--- config.mk ---
export PLATFORM = sky130hd
export DESIGN_NAME = fp_div_seq
export DESIGN_NICKNAME = d
export VERILOG_FILES = /design/src/rtl/fp_div_seq.sv
export SDC_FILE = /design/constraint.sdc
export NUM_CORES = 1
export LEC_CHECK = 0
export ABC_AREA = 0
export CAP_MARGIN = 20
export CORE_UTILIZATION = 49
export DETAILED_ROUTE_END_ITERATION = 12
export PLACE_DENSITY_LB_ADDON = 0.15
export SKIP_LAST_GASP = 1
export SLEW_MARGIN = 20
export SYNTH_ARGS = -nofsm -noshare
export SYNTH_HDL_FRONTEND = slang
export SYNTH_SLANG_ARGS = --single-unit
--- constraint.sdc ---
create_clock -name clk -period 4.6 [get_ports clk]
set_input_delay 0.92 -clock clk [delete_from_list [all_inputs] [get_ports clk]]
set_output_delay 0.92 -clock clk [all_outputs]
set_load 0.01 [all_outputs]
--- src/rtl/fp_div_seq.sv ---
// Multi-cycle IEEE-754 divider: radix-2 restoring mantissa division, RNE rounding,
// flush-to-zero denormals, valid/ready handshakes on both sides.
module fp_div_seq #(
  parameter int EXP_W = 8,
  parameter int MAN_W = 23,
  localparam int W = 1 + EXP_W + MAN_W
) (
  input  logic         clk,
  input  logic         rst_n,
  input  logic         in_valid,
  output logic         in_ready,
  input  logic [W-1:0] opd1,
  input  logic [W-1:0] opd2,
  output logic         out_valid,
  input  logic         out_ready,
  output logic [W-1:0] res,
  output logic         overflow,
  output logic         underflow,
  output logic         div_by_zero,
  output logic         invalid
);

  localparam int EW2   = EXP_W + 2;
  localparam int QW    = MAN_W + 3;
  localparam int RW    = MAN_W + 2;
  localparam int CNT_W = $clog2(MAN_W + 2);

  localparam logic [1:0] S_IDLE   = 2'd0;
  localparam logic [1:0] S_DIVIDE = 2'd1;
  localparam logic [1:0] S_ROUND  = 2'd2;
  localparam logic [1:0] S_DONE   = 2'd3;

  localparam logic signed [EW2-1:0] E_BIAS = EW2'((1 << (EXP_W - 1)) - 1);
  localparam logic signed [EW2-1:0] E_MAX  = EW2'((1 << EXP_W) - 1);
  localparam logic signed [EW2-1:0] E_ONE  = EW2'(1);
  localparam logic signed [EW2-1:0] E_ZERO = '0;
  localparam logic [CNT_W-1:0]      LAST   = CNT_W'(MAN_W + 1);
  localparam logic [W-1:0] QNAN = {1'b0, {EXP_W{1'b1}}, 1'b1, {(MAN_W-1){1'b0}}};

  logic [1:0]            state_reg;
  logic                  sign_reg;
  logic signed [EW2-1:0] e_reg;
  logic [MAN_W:0]        mb_reg;
  logic [RW-1:0]         rem_reg;
  logic [QW-1:0]         q_reg;
  logic [CNT_W-1:0]      cnt_reg;

  assign in_ready  = (state_reg == S_IDLE);
  assign out_valid = (state_reg == S_DONE);

  // Operand classification; exp==0 is treated as zero regardless of fraction.
  logic [EXP_W-1:0] e1, e2;
  logic [MAN_W-1:0] f1, f2;
  logic zero1, zero2, inf1, inf2, nan1, nan2, special, sgn;

  assign e1      = opd1[W-2:MAN_W];
  assign e2      = opd2[W-2:MAN_W];
  assign f1      = opd1[MAN_W-1:0];
  assign f2      = opd2[MAN_W-1:0];
  assign zero1   = (e1 == '0);
  assign zero2   = (e2 == '0);
  assign inf1    = (&e1) && (f1 == '0);
  assign inf2    = (&e2) && (f2 == '0);
  assign nan1    = (&e1) && (f1 != '0);
  assign nan2    = (&e2) && (f2 != '0);
  assign special = zero1 || zero2 || (&e1) || (&e2);
  assign sgn     = opd1[W-1] ^ opd2[W-1];

  logic [W-1:0] sp_res;
  logic         sp_inv, sp_dbz;

  always_comb begin
    sp_res = {sgn, {(W-1){1'b0}}};
    sp_inv = 1'b0;
    sp_dbz = 1'b0;
    if (nan1 || nan2 || (zero1 && zero2) || (inf1 && inf2)) begin
      sp_res = QNAN;
      sp_inv = 1'b1;
    end else if (zero2 && !inf1) begin
      sp_res = {sgn, {EXP_W{1'b1}}, {MAN_W{1'b0}}};
      sp_dbz = 1'b1;
    end else if (inf1) begin
      sp_res = {sgn, {EXP_W{1'b1}}, {MAN_W{1'b0}}};
    end
  end

  // One restoring step; the first step runs in IDLE straight off the inputs.
  logic [RW-1:0]  it_rem, it_rem_next;
  logic [MAN_W:0] it_mb;
  logic           it_q;

  always_comb begin
    it_rem      = (state_reg == S_IDLE) ? {1'b0, 1'b1, f1} : rem_reg;
    it_mb       = (state_reg == S_IDLE) ? {1'b1, f2} : mb_reg;
    it_q        = (it_rem >= {1'b0, it_mb});
    it_rem_next = (it_q ? (it_rem - {1'b0, it_mb}) : it_rem) << 1;
  end

  logic signed [EW2-1:0] e_calc;
  assign e_calc = $signed({2'b00, e1}) - $signed({2'b00, e2}) + E_BIAS;

  logic [MAN_W-1:0]      frac_pre, frac_fin;
  logic [MAN_W:0]        frac_sum;
  logic                  guard, sticky, inc, rnd_ovf, rnd_unf;
  logic signed [EW2-1:0] e_norm, e_rnd;
  logic [W-1:0]          rnd_res;

  always_comb begin
    if (q_reg[QW-1]) begin
      frac_pre = q_reg[MAN_W+1:2];
      guard    = q_reg[1];
      sticky   = q_reg[0] || (rem_reg != '0);
      e_norm   = e_reg;
    end else begin
      frac_pre = q_reg[MAN_W:1];
      guard    = q_reg[0];
      sticky   = (rem_reg != '0);
      e_norm   = e_reg - E_ONE;
    end
    inc      = guard && (sticky || frac_pre[0]);
    frac_sum = {1'b0, frac_pre} + {{MAN_W{1'b0}}, inc};
    if (frac_sum[MAN_W]) begin
      frac_fin = '0;
      e_rnd    = e_norm + E_ONE;
    end else begin
      frac_fin = frac_sum[MAN_W-1:0];
      e_rnd    = e_norm;
    end
    rnd_ovf = (e_rnd >= E_MAX);
    rnd_unf = (e_rnd <= E_ZERO);
    if (rnd_ovf)      rnd_res = {sign_reg, {EXP_W{1'b1}}, {MAN_W{1'b0}}};
    else if (rnd_unf) rnd_res = {sign_reg, {(W-1){1'b0}}};
    else              rnd_res = {sign_reg, e_rnd[EXP_W-1:0], frac_fin};
  end

  always_ff @(posedge clk or negedge rst_n) begin
    if (!rst_n) begin
      state_reg   <= S_IDLE;
      sign_reg    <= 1'b0;
      e_reg       <= '0;
      mb_reg      <= '0;
      rem_reg     <= '0;
      q_reg       <= '0;
      cnt_reg     <= '0;
      res         <= '0;
      overflow    <= 1'b0;
      underflow   <= 1'b0;
      div_by_zero <= 1'b0;
      invalid     <= 1'b0;
    end else begin
      case (state_reg)
        S_IDLE: if (in_valid) begin
          sign_reg    <= sgn;
          overflow    <= 1'b0;
          underflow   <= 1'b0;
          div_by_zero <= 1'b0;
          invalid     <= 1'b0;
          if (special) begin
            res         <= sp_res;
            div_by_zero <= sp_dbz;
            invalid     <= sp_inv;
            state_reg   <= S_DONE;
          end else begin
            e_reg     <= e_calc;
            mb_reg    <= {1'b1, f2};
            rem_reg   <= it_rem_next;
            q_reg     <= {{(QW-1){1'b0}}, it_q};
            cnt_reg   <= '0;
            state_reg <= S_DIVIDE;
          end
        end
        S_DIVIDE: begin
          rem_reg <= it_rem_next;
          q_reg   <= {q_reg[QW-2:0], it_q};
          cnt_reg <= cnt_reg + 1'b1;
          if (cnt_reg == LAST) state_reg <= S_ROUND;
        end
        S_ROUND: begin
          res       <= rnd_res;
          overflow  <= rnd_ovf;
          underflow <= rnd_unf && !rnd_ovf;
          state_reg <= S_DONE;
        end
        S_DONE: if (out_ready) state_reg <= S_IDLE;
        default: state_reg <= S_IDLE;
      endcase
    end
  end

endmodule

==> results of run 1 <==
## kinds of logic (layout without fill, tap and decap cells)
family | after synthesis | in the layout | share of synthesized area (%)
flip-flops | 128 | 128 | 32.6
AND/OR/NAND/NOR | 437 | 437 | 22.2
buffers and inverters | 100 | 208 | 4.64
XOR/XNOR | 72 | 72 | 6.50
AO/OA/AOI/OAI | 224 | 224 | 16.8
multiplexers | 106 | 106 | 11.5
adder cells (fa/ha/maj) | 44 | 44 | 5.76
## per-layer routing
metal	vias to the layer above	global-route usage, %	wire length, um
li1	4223	-	-
met1	4068	35.6	11800
met2	249	42.9	11800
met3	36	4.13	1230
met4	0	9.24	507
met5	-	0	0
## critical path, delay by kind of cell (launching register included)
kind	cells	cell delay, ps
AO/OA/AOI/OAI	6	1300
adder cells (fa/ha/maj)	2	710
buffers and inverters	3	620
flip-flops	1	410
multiplexers	1	250
AND/OR/NAND/NOR	2	750
## Yosys cell counts, types with 4 or more instances
cell      number  share of area (%)
a2111o_1       4               0.46
mux2_2        52                6.0
o41ai_2       14                2.3
a21o_1        14                1.1
buf_2          4               0.20
buf_4          5               0.38
mux2i_1       54                5.5
o41ai_1        4               0.36
o21a_1        13               0.99
nor3b_1        4               0.31
o211ai_1       9               0.69
or2_2          6               0.38
nand3_1       55                2.8
o31ai_2        7               0.89
inv_1         37                1.4
a31oi_1        5               0.32
xor2_1        27                2.4
and2_1         7               0.45
buf_1          7               0.27
or3_1         11               0.70
dfrtp_1      128                 33
xnor2_1       44                3.9
nor2_1        83                3.2
and3_1        12               0.76
ha_1          42                5.4
nor4_1        28                1.8
o31a_1         4               0.36
clkbuf_1      41                1.6
a211oi_1      13               0.99
nand2b_1       8               0.51
a21oi_1       48                2.4
nor3_1        16               0.82
nand2_1      150                5.7
a21boi_0       7               0.54
o21ai_0       48                2.4
nand4_1       25                1.6
or4_1          4               0.31
nor2b_1        8               0.51
## power groups by stage
stage               clock network [mW]  registers (mW)  logic (mW)
detailed placement                   0            1.81        5.49
CTS                               1.33            1.79        5.55
global placement                     0            1.79        5.43
finish                            1.31            1.80        5.59
global route                      1.37            1.85        6.18
floorplan                            0            1.72        4.14
## layout make-up
type / count / area [um2] / share of cell area (%)
multi-input cells: 883 / 6170 / 52.6
flip-flops and latches: 128 / 3200 / 27.3
repair buffers: 139 / 1320 / 11.2
clock buffers: 22 / 474 / 4.05
well taps: 265 / 332 / 2.83
inverters: 37 / 139 / 1.18
clock inverters: 10 / 87.6 / 0.747
## stage by stage
step | util, % | power, mW
after global placement | 57.2 | 7.22
after CTS | 60.0 | 8.67
after global routing | 60.0 | 9.39
final | 60.0 | 8.70
after detailed placement | 57.2 | 7.30
after floorplan | - | 5.87
## path summary, 6_finish.rpt
kind	from	end	slack [ps]	cells past startpoint
setup reg to reg	state_reg[0]$_DFFE_PN0P_	rem_reg[8]$_DFFE_PN0P_	380	14
min in group asynchronous	rst_n	res[31]$_DFFE_PN0P_	610	1
max in group asynchronous	rst_n	rem_reg[18]$_DFFE_PN0P_	3170	2
hold / removal	res[15]$_DFFE_PN0P_	res[15]$_DFFE_PN0P_	480	2
hold reg to reg	res[15]$_DFFE_PN0P_	res[15]$_DFFE_PN0P_	480	2
setup / recovery	state_reg[0]$_DFFE_PN0P_	rem_reg[8]$_DFFE_PN0P_	380	14
==> metrics.csv, run 1 <==
stage;metric;value;unit
critical_path;stage delay of the slowest cell on the critical path;420;ps
cells_and_area;antenna cell count;0;
critical_path;crit path max fanout;10;
timing;Final Skew;8.96;ps
grt;total global-route track usage;26.4;%
floorplan;Die Span X;144;um
place;GPL Wtd Cong;0.937;
synth;Net Count, Synth;1223;
route;number of DRC violations after detailed-routing iteration 0;479;
timing;Period minus WS final;4220;ps
place;detailed placer's ending HPWL;19100;um
place;worst slack at placement;144;ps
clocking;total of hold buffers inserted after clock tree synthesis;0;
clocking;Clock Pin Slew Worst Setup and Hold Paths;60;ps
timing;unrepaired setup endpoints after global routing;no;
power;worst supply voltage drop on vdd;0.406;mV
timing;worst hold slack;476;ps
grt;maximum number of pins on one net before global-route repair;70;
synth;number of instances in the synthesized netlist;1111;
clocking;later-pin clock latency in the skew report;420;ps
clocking;buffer type at the clock tree root;clkbuf_16;
place;Placed Cells;1452;
timing;tightest slew margin relative to the limit;39.6;%
power;static leakage;4.89;nW
grt;GRT overflow;0;
cells_and_area;Layout Cell Area excl Fill;11700;um2
floorplan;io pins;106;
timing;final hold violations;0;
route;iteration count of the initial detailed-routing pass;6;
timing;final worst-path setup slack;383;ps
timing;TNS Setup;0;ps
place;Area after DPL;11200;um2
job;number of violations of the max-capacitance limit;0;
critical_path;worst path required time;4870;ps
power;sw power;3.99;mW
hold_path;class of the worst hold path;flip-flop to flip-flop;
synth;sequential share of the synthesized area;32.6;%
cells_and_area;share of layout cells above drive strength 1;13.5;%
synth;most used flip-flop cell after synthesis;dfrtp_1;
synth;EDFF count, synth;0;
run_status;result of the run;finished, final reports clean;
timing;final worst-path cycle share;91.7;%
timing;transition at the pin with the smallest max-transition slack;897;ps
clocking;clock buffer count from CTS;17;
power;sequential power share;20.6;%
clocking;H-tree Lvls;4;
route;average wire per standard cell;17.1;um
cells_and_area;area growth from synthesis to layout;19.4;%
synth;Avg Synthesized Cell Area;8.84;um2
synth;library cells used by synthesis;79;
floorplan;effective utilization at floorplan;50.3;%
grt;antenna violations before repair;0;
cells_and_area;NumNets Final;1318;
route;number of routed nets with antenna violations;0;
timing;Final setup violation count;0;
cells_and_area;most used cells in the layout excluding fill and tap cells;148 x nand2_1, 127 x dfrtp_1, 104 x clkdlybuf4s50_1;
critical_path;crit end category;flip-flop;
power;combinational cell fraction of total power;64.3;%
power;Sw Ratio;45.9;%
grt;number of global-route vias before repair;8434;
clocking;sink count of the clock tree;128;
floorplan;DIE HEIGHT;144;um
critical_path;data arrival at the endpoint of the critical path;4480;ps
cells_and_area;flip-flop count of the largest register, all copies and words added;32;
clocking;CTS tree;done;
cells_and_area;most common cell after layout, fill and taps aside;nand2_1;
timing;peak clock frequency supported by timing;0.237;GHz
cells_and_area;Fillers;1760;
floorplan;std cell rows;51;
grt;first-pass GRT wire length;42600;um
floorplan;core region area;19500;um2
power;internal power;4.71;mW
route;via count;8576;
clocking;number of resized instances in the post-cts repair step;0;
critical_path;chain of cells forming the critical path;inv_1 > ha_2 > buf_4 > mux2i_1 > ha_1 > a21o_1 > or3_1 > o211a_1 > or3_1 > a211oi_1 > o21ai_2 > buf_4 > o21ai_0 > o21ai_0;
synth;Async SR Flop Fraction;100;%
power;clock power share;15.1;%
synth;total number of yosys warnings;0;
clocking;number of setup buffers added after CTS;0;
floorplan;area of the die;20600;um2
critical_path;critical path class;flip-flop to flip-flop;
critical_path;cell at the slowest stage of the critical path;or3_1;
synth;cell area after technology mapping;9820;um2
cells_and_area;filler-free cell count of the finished design;1484;
timing;max-slew violations;0;
route;DRC errors left;0;
synth;Seq cells post-synth;128;
place;count of port buffers added during placement;105;
clocking;buffer depth of the longest clock path;2;
power;pwr dens;742;nW/um2
critical_path;category of the worst setup path launch point;flip-flop;
route;total wirelength of the detailed-routed design;25400;um
route;vias per cell;5.78;
(Power assumes the default switching activity.)
==> run 2, diff against run 1 <==
--- a/config.mk
+++ b/config.mk
@@ -7,8 +7,9 @@
 export LEC_CHECK = 0
 export ABC_AREA = 0
 export CAP_MARGIN = 20
-export CORE_UTILIZATION = 49
+export CORE_UTILIZATION = 35
 export DETAILED_ROUTE_END_ITERATION = 12
+export MAX_ROUTING_LAYER = met4
 export PLACE_DENSITY_LB_ADDON = 0.15
 export SKIP_LAST_GASP = 1
 export SLEW_MARGIN = 20
==> metrics.csv, run 2 (synthesized netlist as in run 1, its figures left out) <==
stage;metric;value;unit
run_status;result of the run;finished, final reports clean;
clocking;number of resized instances in the post-cts repair step;0;
route;met3 wire length;787;um
timing;Final setup violation count;0;
power;combinational cell fraction of total power;63.8;%
route;via count;8499;
timing;final hold violations;0;
critical_path;category of the worst setup path launch point;flip-flop;
critical_path;crit end category;flip-flop;
route;iteration count of the initial detailed-routing pass;6;
cells_and_area;flip-flop count of the largest register, all copies and words added;32;
critical_path;number of buffers and inverters on the critical path;3;
cells_and_area;antenna cell count;0;
critical_path;critical path class;flip-flop to flip-flop;
place;GPL Wtd Cong;0.921;
critical_path;data arrival at the endpoint of the critical path;4580;ps
timing;max-slew violations;0;
route;total wirelength of the detailed-routed design;27400;um
floorplan;Die Span X;169;um
cells_and_area;area growth from synthesis to layout;20.6;%
cells_and_area;area of the multi-input gates;6170;um2
power;sequential power share;20.4;%
cells_and_area;NumNets Final;1313;
grt;maximum number of pins on one net before global-route repair;75;
place;detailed placer's ending HPWL;20600;um
timing;peak clock frequency supported by timing;0.234;GHz
clocking;buffer depth of the longest clock path;2;
cells_and_area;share of layout cells above drive strength 1;13.3;%
clocking;buffer type at the clock tree root;clkbuf_16;
floorplan;DIE HEIGHT;169;um
timing;final worst-path setup slack;327;ps
route;DRC errors left;0;
power;clock power share;15.8;%
power;pwr dens;740;nW/um2
route;routed length on met2;12600;um
critical_path;chain of cells forming the critical path;inv_1 > ha_2 > buf_4 > mux2i_1 > ha_1 > nor2b_1 > o31a_1 > o211a_1 > or3_1 > a211oi_1 > o21ai_2 > buf_4 > a21boi_0 > o22a_1;
route;number of routed nets with antenna violations;0;
floorplan;io pins;106;
place;Area after DPL;11200;um2
timing;tightest slew margin relative to the limit;31.8;%
power;worst supply voltage drop on vdd;0.494;mV
clocking;later-pin clock latency in the skew report;430;ps
hold_path;class of the worst hold path;flip-flop to flip-flop;
place;count of port buffers added during placement;105;
critical_path;crit path max fanout;14;
place;worst slack at placement;212;ps
critical_path;Top cell by count, worst path;buf_4;
clocking;sink count of the clock tree;128;
power;sw power;4.05;mW
grt;total global-route track usage;20.3;%
job;number of violations of the max-capacitance limit;0;
route;top metal layer carrying routed signals;met4;
clocking;Clock Pin Slew Worst Setup and Hold Paths;60;ps
floorplan;effective utilization at floorplan;36.0;%
floorplan;area of the die;28700;um2
clocking;total of hold buffers inserted after clock tree synthesis;0;
cells_and_area;Layout Cell Area excl Fill;11800;um2
timing;transition at the pin with the smallest max-transition slack;1010;ps
clocking;number of setup buffers added after CTS;0;
timing;Period minus WS final;4270;ps
floorplan;core region area;27300;um2
critical_path;worst path required time;4910;ps
clocking;clock buffer count from CTS;17;
cells_and_area;most common cell after layout, fill and taps aside;nand2_1;
timing;unrepaired setup endpoints after global routing;no;
grt;first-pass GRT wire length;44400;um
cells_and_area;combined flip-flop and latch cell area;3200;um2
power;static leakage;4.87;nW
critical_path;stage delay of the slowest cell on the critical path;470;ps
cells_and_area;Fillers;2713;
power;internal power;4.71;mW
timing;final worst-path cycle share;92.9;%
clocking;H-tree Lvls;4;
critical_path;cell at the slowest stage of the critical path;or3_1;
critical_path;crit-path leading delay family;compound AO/OA/AOI/OAI gates;
route;number of DRC violations after detailed-routing iteration 0;478;
grt;number of global-route vias before repair;8084;
power;Sw Ratio;46.2;%
floorplan;std cell rows;60;
grt;antenna violations before repair;0;
clocking;CTS tree;done;
route;vias per cell;5.36;
timing;TNS Setup;0;ps
grt;GRT overflow;0;
route;Post-Route M1 WL;13700;um
cells_and_area;most used cells in the layout excluding fill and tap cells;148 x nand2_1, 127 x dfrtp_1, 104 x clkdlybuf4s50_1;
timing;Final Skew;14.0;ps
route;average wire per standard cell;17.3;um
## run 2: cell types whose count changed in the layout (fill, tap and decap cells not counted), sizes merged
cell,before,now
clkinvlp,2,4
buf,35,30
clkbuf,22,18
clkinv,7,4
bufinv,1,2
inv,37,41
## run 2: path summary, 6_finish.rpt
kind / startpoint / to / slack [ps] / cells past startpoint
setup / recovery: state_reg[1]$_DFFE_PN0P_ / rem_reg[19]$_DFFE_PN0P_ / 330 / 14
min in group asynchronous: rst_n / invalid$_DFFE_PN0P_ / 510 / 1
max in group asynchronous: rst_n / mb_reg[14]$_DFFE_PN0P_ / 3140 / 2
hold / removal: mb_reg[23]$_DFFE_PN0P_ / mb_reg[23]$_DFFE_PN0P_ / 470 / 1
setup reg to reg: state_reg[1]$_DFFE_PN0P_ / rem_reg[19]$_DFFE_PN0P_ / 330 / 14
hold reg to reg: mb_reg[23]$_DFFE_PN0P_ / mb_reg[23]$_DFFE_PN0P_ / 470 / 1
## run 2: routing by layer
metal  track usage (%)  up-vias
met1              27.7     4099
met4              4.97        0
met5                 -        -
met3              2.59       21
met2              31.8      167
li1                  -     4212
## run 2: final cells by class
type	count	share of cell area [%]
Inverter	37	1.17
Timing Repair Buffer	134	10.7
Clock inverter	14	1.31
Sequential cell	128	27.1
Tap cell	372	3.93
Multi-Input combinational cell	883	52.1
Clock buffer	18	3.71
## run 2: worst reg2reg max path, delay by kind of cell (launching register included)
kind | cells | cell delay [ps]
compound gates | 6 | 1370
fa+ha+maj | 2 | 760
buf+inv | 3 | 660
simple gates | 2 | 610
flops | 1 | 430
mux | 1 | 340
## run 2: power groups by stage
stage	Combinational [mW]	Sequential (mW)	Clock (mW)
after floorplan	4.14	1.72	0
final	5.59	1.79	1.38
after detailed placement	5.55	1.81	0
after global placement	5.52	1.80	0
after global routing	6.16	1.83	1.46
after CTS	5.58	1.79	1.42
## run 2: metrics by stage
stage / cells / hold WS (ps) / power (mW) / util [%]
after floorplan: 1111 / 436 / 5.87 / -
after global placement: 1554 / 455 / 7.32 / 41.3
after detailed placement: 1554 / 458 / 7.35 / 41.3
after CTS: 1586 / 475 / 8.79 / 43.5
after global routing: 1586 / 504 / 9.45 / 43.5
final: 1586 / 472 / 8.76 / 43.5
